$ cat src/rtl/aes_gcm_pkg.sv
// Shared types and constants for the GCM GHASH sequencer.
package aes_gcm_pkg;

  localparam int GCM_BLK_W = 128;
  localparam int GCM_LEN_W = 64;

  typedef enum logic [2:0] {
    IDLE,
    INIT,
    AAD,
    CT,
    LEN,
    WAIT_TAG
  } seq_state_t;

  typedef enum logic [1:0] {
    BT_AAD = 2'b00,
    BT_CT  = 2'b01,
    BT_LEN = 2'b10,
    BT_RSV = 2'b11
  } blk_type_t;

  localparam logic [1:0] ERR_NONE = 2'b00;
  localparam logic [1:0] ERR_LEN  = 2'b01;
  localparam logic [1:0] ERR_TO   = 2'b10;

  // A GCM bit length is usable here only when it covers whole 128-bit blocks.
  function automatic logic len_aligned(input logic [GCM_LEN_W-1:0] len);
    return (len[6:0] == 7'd0);
  endfunction

endpackage

$ cat src/rtl/aes_gcm_ghash_sequencer.sv
// Sequences one GCM authentication instance (AAD, CT, length block, tag)
// into a valid-only GHASH/tag stage.
module aes_gcm_ghash_sequencer
  import aes_gcm_pkg::*;
#(
  parameter int BLK_W  = GCM_BLK_W,
  parameter int LEN_W  = GCM_LEN_W,
  parameter int TAG_TO = 64
) (
  input  logic             clk,
  input  logic             rst,
  input  logic             i_start,
  input  logic [LEN_W-1:0] i_aad_len,
  input  logic [LEN_W-1:0] i_ct_len,
  input  logic [BLK_W-1:0] i_h,
  input  logic [BLK_W-1:0] i_encrypted_j0,
  input  logic             i_aad_valid,
  input  logic [BLK_W-1:0] i_aad,
  output logic             o_aad_ready,
  input  logic             i_ct_valid,
  input  logic [BLK_W-1:0] i_cipher_text,
  output logic             o_ct_ready,
  output logic             o_new_instance,
  output logic             o_blk_valid,
  output logic [BLK_W-1:0] o_blk,
  output logic [1:0]       o_blk_type,
  output logic [BLK_W-1:0] o_instance_size,
  output logic [BLK_W-1:0] o_h,
  output logic [BLK_W-1:0] o_encrypted_j0,
  input  logic             i_tag_ready,
  input  logic [BLK_W-1:0] i_tag,
  output logic             o_tag_valid,
  output logic [BLK_W-1:0] o_tag,
  output logic             o_busy,
  output logic [1:0]       o_err
);

  localparam int CNT_W = LEN_W - 7;
  localparam int TMR_W = $clog2(TAG_TO + 1);

  seq_state_t       r_state;
  logic [CNT_W-1:0] r_aad_cnt;
  logic [CNT_W-1:0] r_ct_cnt;
  logic [TMR_W-1:0] r_timer;
  logic             r_new_instance;
  logic             r_blk_valid;
  logic [BLK_W-1:0] r_blk;
  blk_type_t        r_blk_type;
  logic [BLK_W-1:0] r_instance_size;
  logic [BLK_W-1:0] r_h;
  logic [BLK_W-1:0] r_encrypted_j0;
  logic             r_tag_valid;
  logic [BLK_W-1:0] r_tag;
  logic [1:0]       r_err;

  logic             w_in_aad;
  logic             w_hs;
  logic [CNT_W-1:0] w_cnt_cur;
  logic [CNT_W-1:0] w_cnt_dec;
  logic             w_last;
  logic             w_len_ok;

  // Shared AAD/CT counter path: the active phase selects which counter steps.
  assign w_in_aad  = (r_state == AAD);
  assign w_hs      = (w_in_aad && i_aad_valid) || ((r_state == CT) && i_ct_valid);
  assign w_cnt_cur = w_in_aad ? r_aad_cnt : r_ct_cnt;
  assign w_cnt_dec = w_cnt_cur - CNT_W'(1);
  assign w_last    = (w_cnt_cur == CNT_W'(1));
  assign w_len_ok  = len_aligned(i_aad_len) && len_aligned(i_ct_len);

  // Ready and busy are pure decodes of the registered state.
  assign o_aad_ready     = (r_state == AAD);
  assign o_ct_ready      = (r_state == CT);
  assign o_busy          = (r_state != IDLE);
  assign o_new_instance  = r_new_instance;
  assign o_blk_valid     = r_blk_valid;
  assign o_blk           = r_blk;
  assign o_blk_type      = r_blk_type;
  assign o_instance_size = r_instance_size;
  assign o_h             = r_h;
  assign o_encrypted_j0  = r_encrypted_j0;
  assign o_tag_valid     = r_tag_valid;
  assign o_tag           = r_tag;
  assign o_err           = r_err;

  // Instance FSM with registered block, tag and error outputs.
  always_ff @(posedge clk) begin
    if (rst) begin
      r_state         <= IDLE;
      r_aad_cnt       <= '0;
      r_ct_cnt        <= '0;
      r_timer         <= '0;
      r_new_instance  <= 1'b0;
      r_blk_valid     <= 1'b0;
      r_blk           <= '0;
      r_blk_type      <= BT_AAD;
      r_instance_size <= '0;
      r_h             <= '0;
      r_encrypted_j0  <= '0;
      r_tag_valid     <= 1'b0;
      r_tag           <= '0;
      r_err           <= ERR_NONE;
    end else begin
      r_new_instance <= 1'b0;
      r_blk_valid    <= 1'b0;
      r_tag_valid    <= 1'b0;
      r_err          <= ERR_NONE;
      case (r_state)
        IDLE: begin
          if (i_start) begin
            if (w_len_ok) begin
              r_instance_size <= {i_aad_len, i_ct_len};
              r_h             <= i_h;
              r_encrypted_j0  <= i_encrypted_j0;
              r_aad_cnt       <= i_aad_len[LEN_W-1:7];
              r_ct_cnt        <= i_ct_len[LEN_W-1:7];
              r_new_instance  <= 1'b1;
              r_state         <= INIT;
            end else begin
              r_err <= ERR_LEN;
            end
          end
        end
        INIT: begin
          if (r_aad_cnt != '0)     r_state <= AAD;
          else if (r_ct_cnt != '0) r_state <= CT;
          else                     r_state <= LEN;
        end
        AAD, CT: begin
          if (w_hs) begin
            r_blk_valid <= 1'b1;
            r_blk       <= w_in_aad ? i_aad : i_cipher_text;
            r_blk_type  <= w_in_aad ? BT_AAD : BT_CT;
            if (w_in_aad) r_aad_cnt <= w_cnt_dec;
            else          r_ct_cnt  <= w_cnt_dec;
            if (w_last) r_state <= (w_in_aad && (r_ct_cnt != '0)) ? CT : LEN;
          end
        end
        LEN: begin
          r_blk_valid <= 1'b1;
          r_blk       <= r_instance_size;
          r_blk_type  <= BT_LEN;
          r_timer     <= '0;
          r_state     <= WAIT_TAG;
        end
        WAIT_TAG: begin
          if (i_tag_ready) begin
            r_tag       <= i_tag;
            r_tag_valid <= 1'b1;
            r_state     <= IDLE;
          end else if (r_timer == TMR_W'(TAG_TO - 1)) begin
            r_err   <= ERR_TO;
            r_state <= IDLE;
          end else begin
            r_timer <= r_timer + TMR_W'(1);
          end
        end
        default: r_state <= IDLE;
      endcase
    end
  end

endmodule

$ cat config.mk
export PLATFORM = sky130hd
export DESIGN_NAME = aes_gcm_ghash_sequencer
export DESIGN_NICKNAME = d
export VERILOG_FILES = /design/src/rtl/aes_gcm_pkg.sv /design/src/rtl/aes_gcm_ghash_sequencer.sv
export SDC_FILE = /design/constraint.sdc
export NUM_CORES = 2
export LEC_CHECK = 0
export CORE_AREA = 5 5 548 550
export DETAILED_ROUTE_END_ITERATION = 8
export DIE_AREA = 0 0 553 555
export GPL_TIMING_DRIVEN = 0
export PLACE_DENSITY = 0.35
export SKIP_LAST_GASP = 1
export SLEW_MARGIN = 10
export SYNTH_ARGS = -nofsm -noshare
export SYNTH_HDL_FRONTEND = slang
export SYNTH_SLANG_ARGS = --single-unit
$ cat constraint.sdc
create_clock -name clk -period 5.1 [get_ports clk]
set_clock_uncertainty 0.2 [all_clocks]
set_input_delay 1.02 -clock clk [delete_from_list [all_inputs] [get_ports clk]]
set_output_delay 1.02 -clock clk [all_outputs]
set_load 0.02 [all_outputs]
== Yosys cells after proc, flatten, opt, wreduce, memory -nomap -nowiden ==
Index checks and enable logic that the tools add are counted.
Widths: inputs -> output; s select.

* Flip-flop bits (word level): 771
* Bits of input ports: 774
* Output and inout port bits: 650
* Logic and storage cells: 98

* Add/sub/neg operators: 2
* Equal/unequal tests: 16
* Muxes and demuxes: 39
* Bitwise gates (word level): 3
* Reduce and logical (&&, ||, !) cells: 24

{| class="wikitable"
|+ Operators by type and width
! kind !! number
|-
| $mux 57 || 9
|-
| $mux 128 || 2
|-
| $pmux 128 s2 || 1
|-
| $pmux 57 s2 || 2
|-
| $reduce_bool 57->1 || 2
|-
| $eq 57x1->1 const B || 1
|-
| $sub 57x1->57 const B || 1
|-
| $mux 3 || 9
|-
| $ne 2x2->1 const B || 8
|-
| $pmux 3 s5 || 1
|-
| $reduce_and 5->1 || 3
|-
| $logic_not 7->1 || 2
|-
| $mux 7 || 2
|-
| $pmux 7 s2 || 1
|-
| $pmux 2 s2 || 2
|-
| $add 7x1->7 const B || 1
|-
| $eq 7x6->1 const B || 1
|-
| $eq 3x2->1 const B || 2
|-
| $eq 3x3->1 const B || 2
|-
| $mux 1 || 6
|-
| $mux 2 || 3
|-
| $reduce_and 3->1 || 2
|-
| $reduce_bool 2->1 || 3
|-
| $logic_and 1x1->1 || 4
|-
| other kinds (10) || 14
|}

== Logic depth before layout (Yosys ltp) ==
* Depth in word-level cells: 6
* Mapped depth: 17
* Mapped depth without buffers: 10

== Worst setup path after synthesis ==
Ideal clock, no wire load.

* Kind: reg-to-reg
* From: reg r_state[1]
* To: reg r_aad_cnt[38]
* Library setup time: 0.132 ns
* Data arrival time: 3.944 ns
* Required time: 4.768 ns
* Path slack: 0.824 ns
* Stages on the path, launching flop included: 18
* Path buffers: 7
* Period minus slack after synthesis: 4.276 ns
* Cells stage by stage: dfxtp_1 > buf_2 > or3b_1 > inv_2 > buf_2 > buf_2 > buf_2 > buf_2 > buf_1 > mux2i_1 > ha_1 > nand4_1 > a22oi_1 > buf_2 > o221ai_1 > xor2_1 > a221oi_1 > nor3_1

* Cells in the longest elaborated chain, start to end: 6
* Elaborated cells on any way between the ends: 18
* Classes of those cells: add/sub: 1; eq/ne: 6; mux: 4; reduce/logical: 7

{| class="wikitable"
|+ Ends and longest elaborated chain
! what !! line !! text
|-
| start, declared || aes_gcm_ghash_sequencer.sv:41 || <nowiki>seq_state_t r_state;</nowiki>
|-
| start signal, assigned || aes_gcm_ghash_sequencer.sv:136 || <nowiki>if (w_last) r_state <= (w_in_aad && (r_ct_cnt != '0)) ? CT : LEN;</nowiki>
|-
| $eq 3x2->1 * || - ||
|-
| net o_aad_ready || aes_gcm_ghash_sequencer.sv:19 || <nowiki>output logic o_aad_ready,</nowiki>
|-
| $mux 57 || aes_gcm_ghash_sequencer.sv:66 || <nowiki>assign w_cnt_cur = w_in_aad ? r_aad_cnt : r_ct_cnt;</nowiki>
|-
| $sub 57x1->57 || aes_gcm_ghash_sequencer.sv:67 || <nowiki>assign w_cnt_dec = w_cnt_cur - CNT_W'(1);</nowiki>
|-
| $mux 57 || aes_gcm_ghash_sequencer.sv:134 || <nowiki>if (w_in_aad) r_aad_cnt <= w_cnt_dec;</nowiki>
|-
| $mux 57 || aes_gcm_ghash_sequencer.sv:130 || <nowiki>if (w_hs) begin</nowiki>
|-
| $pmux 57 s2 || aes_gcm_ghash_sequencer.sv:108 || <nowiki>case (r_state)</nowiki>
|-
| end signal, assigned || aes_gcm_ghash_sequencer.sv:115 || <nowiki>r_aad_cnt <= i_aad_len[LEN_W-1:7];</nowiki>
|-
| end signal, assigned || aes_gcm_ghash_sequencer.sv:134 ||
|-
| end, declared || aes_gcm_ghash_sequencer.sv:42 || <nowiki>logic [CNT_W-1:0] r_aad_cnt;</nowiki>
|}

Mark *: on every way through the listed nets, which the timed path passes. The rest lies on a longest branch. The select of a mux whose other input is x is not followed.
A chain may end at the register's enable or synchronous reset.

== Worst setup path in the final report ==
* From: reg r_state[1]
* To: reg r_aad_cnt[54]

* Cells in the longest elaborated chain, start to end: 6
* Elaborated cells on any way between the ends: 18
* Classes of those cells: add/sub: 1; eq/ne: 6; mux: 4; reduce/logical: 7

{| class="wikitable"
|+ Ends and longest elaborated chain
! what !! line
|-
| $eq 3x2->1 || aes_gcm_ghash_sequencer.sv:64, aes_gcm_ghash_sequencer.sv:108
|-
| $mux 57 || aes_gcm_ghash_sequencer.sv:66
|-
| $sub 57x1->57 || aes_gcm_ghash_sequencer.sv:67
|-
| $mux 57 || aes_gcm_ghash_sequencer.sv:134
|-
| $mux 57 || aes_gcm_ghash_sequencer.sv:130
|-
| $pmux 57 s2 || aes_gcm_ghash_sequencer.sv:108
|}

Parallel ways exist; a longest one is shown, timed or not. The select of a mux whose other input is x is not followed.

==> results_dict.tcl <==
set metrics [dict create \
    status "finished clean" \
    r2r_slack_ns 0.09 \
    rsz0062_at_grt "false" \
    syn_area_per_cell_um2 7.820 \
    placed_area_mm2 0.05110 \
    n_fill_cell 33400 \
    grt.overflow.total 0 \
    vias 37370 \
    intPower_mw 11.26 \
    clkPwrFrac 0.516 \
    netSwitchingPower_mw 3.858 \
    slew_viol_final 0 \
    timing.hold.worst.class "flop to flop" \
    synthTopCellsByArea "dfxtp_1, nand2_1, a21oi_1" \
    synth_edf_count 0 \
    fmax_ghz 0.1997 \
    area_growth_pct 73.56 \
    htreeDepth 3 \
    final_cells 9649 \
    cpMaxStageDelayCell "a2111oi_4" \
    antenna_found_initial 102 \
    p_total_mw 15.12 \
    drt-initial-drc-count 2506 \
    die-area_mm2 0.3069 \
    p_per_area_mw_per_mm2 275.6 \
    gp_congestion 0.8966 \
    cts_buffers 111 \
    crit_required_ns 5.60 \
    worstPathMaxFanout 13 \
    synthTopCellsByCount "nand2_1, dfxtp_1, a21oi_1" \
    cts-hold-fix-buffers 0 \
    placed_cells 9415 \
    synthArstFlopShare 0 \
    p_sw_frac 0.2551 \
    portBuffers 1422 \
    drive_gt1_frac 0.04690 \
    via_per_inst 3.873 \
    finalSetupViolCount 0 \
    pin_count 1424 \
    fin_crit_ns 5.006 \
    worstPathArrival_ns 5.50 \
    cts_max_path_buffers 4 \
    synth_top_cell_area_share 0.4883 \
    track_usage 0.1745 \
    netlist_area_mm2 0.03161 \
    cts-root-buf "clkbuf_16" \
    ys_ff_latch 771 \
    r2r_start "r_state[1]" \
    synth_top_flop_cell "dfxtp_1" \
    worstSetupEndpointType "flop" \
    routedWlPerCell_um 29.16 \
    slew_headroom 0.1629 \
    wirelength_um 281400 \
    pwr-share-seq 0.399 \
    synth_cell_types 68 \
    clkTransAtPathRegs_ns 0.06 \
    grt_max_degree 20 \
    critPathKind "flop to flop" \
    nets 6369 \
    timing.rr.end "r_aad_cnt[54]" \
    crit_end "r_aad_cnt[54]" \
    rows 200 \
    initial_core_util 0.1071 \
    numClockSinks 771 \
    yosysMostFrequentCell "nand2_1" \
    dr.pass1.iters 5 \
    cts_tree "done" \
    drc 0 \
    tightestPinTransition_ns 1.256 \
    clock_latency_ns 0.84 \
    tns_ns 0 \
    cp-startpoint "r_state[1]" \
    ys_seq_area_frac 0.4883 \
    period_share 0.9817 \
    ir_drop_mv 0.2552 \
    yosys.area.top_type "dfxtp_1" \
    yosysWarnings 0 \
    p_leak_nw 17.79 \
    core-area_mm2 0.2953 \
    syn_inst 4042 \
    final_antenna_net_count 0 \
    slowest_delay_ns 0.45 \
    p_comb_frac 0.085 \
    die_y_um 555 \
    ff2ff_path_depth 16 \
    start_kind "flop" \
    hold_viol 0 \
    synth_nets 4819 \
    cp_cell_sequence "buf_2 > or3b_1 > inv_2 > buf_4 > buf_4 > buf_6 > buf_6 > buf_8 > mux2i_1 > ha_2 > nand4_1 > a22o_2 > a2111oi_4 > xnor2_1 > a221oi_1 > nor3_1" \
    grt_pass1_vias 37000 \
    final_cell_area_mm2 0.05486 \
    hpwl_um 239300 \
    maxCapViolations 0 \
    grt_pass1_wl_um 364000 \
    die_w_um 553 \
]
## registers in the layout, summed over array words and instances (netlist names)
register,flops
o_err,2
o_encrypted_j0,128
o_h,128
o_blk_valid,1
r_timer,7
r_state,3
o_tag_valid,1
o_blk,128
r_ct_cnt,57
o_blk_type,2
r_aad_cnt,57
o_instance_size,128
o_tag,128
o_new_instance,1
## per-stage QoR
step                      setup slack, ns  hold WS (ns)  utilization
final                             0.09351        0.2530       0.1858
after detailed placement           -1.201        0.2457       0.1731
after global placement             -1.801        0.2440       0.1719
after global routing             0.005967        0.2684       0.1855
after CTS                         0.06580        0.2536       0.1854
after floorplan                    0.8244        0.2494            -
## logic make-up after synthesis
family	share of synthesized area
AND/OR/NAND/NOR	0.2287
AO/OA/AOI/OAI	0.2056
flip-flops	0.4883
buffers and inverters	0.04184
multiplexers	0.02027
XOR/XNOR	0.01413
adder cells (fa/ha/maj)	0.001188
## worst max-delay path: cells and delay by family, from the launching register on
kind            cells  cell delay, ns
fa+ha+maj           1            0.29
simple gates        3            0.71
mux                 1            0.29
buf+inv             7            1.66
xor+xnor            1            0.20
compound gates      3            1.18
flops               1            0.30
## repair_timing
item                       in CTS  in global routing
setup buffers                   1                  2
pin swaps                       1                  2
hold endpoints to repair        0                  0
resized for setup              20                  5
gates cloned                    0                  0
setup endpoints to repair      67                 19
## area by class of cell
type                            count  area, um^2  share of cell area
Clock buffer                      157        3202             0.05836
Sequential cell                   771       15430              0.2813
Clock inverter                     36       360.3            0.006568
Inverter                           15       56.30            0.001026
Timing Repair Buffer             1438       14550              0.2651
Tap cell                         3939        4928             0.08983
Multi-Input combinational cell   2923       14890              0.2715
Antenna cell                       38       95.09            0.001733
Buffer                            332        1346             0.02454
## worst min-delay path by stage
stage                         from             endpoint  slack (ns)  cells after the start
3_5_place_dp              o_h[126]             o_h[126]        0.25                      2
3_3_place_gp   o_encrypted_j0[117]  o_encrypted_j0[117]        0.24                      2
5_1_grt                   o_h[126]             o_h[126]        0.27                      2
6_report                  o_h[126]             o_h[126]        0.25                      2
4_1_cts                   o_h[126]             o_h[126]        0.25                      2
2_1_floorplan         r_ct_cnt[55]         r_ct_cnt[55]        0.25                      2
## power groups by stage
| stage | sequential (mW) | combinational (mW) | clock (mW) |
|---|---|---|---|
| final | 6.03 | 1.28 | 7.81 |
| after global routing | 6.03 | 1.34 | 8.30 |
| after global placement | 6.16 | 1.30 | 0 |
| after CTS | 6.03 | 1.31 | 8.10 |
| after detailed placement | 6.16 | 1.31 | 0 |
| after floorplan | 6.17 | 0.272 | 0 |
## layer usage
metal,share of wire,wire (um),global-route usage
met1,0.41,114200,0.2062
met2,0.47,133500,0.2970
met3,0.093,26220,0.06567
met4,0.025,7078,0.04432
met5,0.0017,479,0
## layout by cell type, fill, tap and decap left out, drive strengths merged, types with 49 or more instances in the layout
master | Yosys | routed
a211oi | 88 | 88
a21oi | 595 | 595
a221oi | 138 | 138
a22oi | 132 | 132
buf | 35 | 49
clkbuf | 298 | 456
clkdlybuf4s50 | 0 | 1421
dfxtp | 771 | 771
mux2i | 55 | 55
nand2 | 1072 | 1072
nor2 | 429 | 429
nor3 | 79 | 79
No activity file was read; power rests on OpenSTA's default activity.
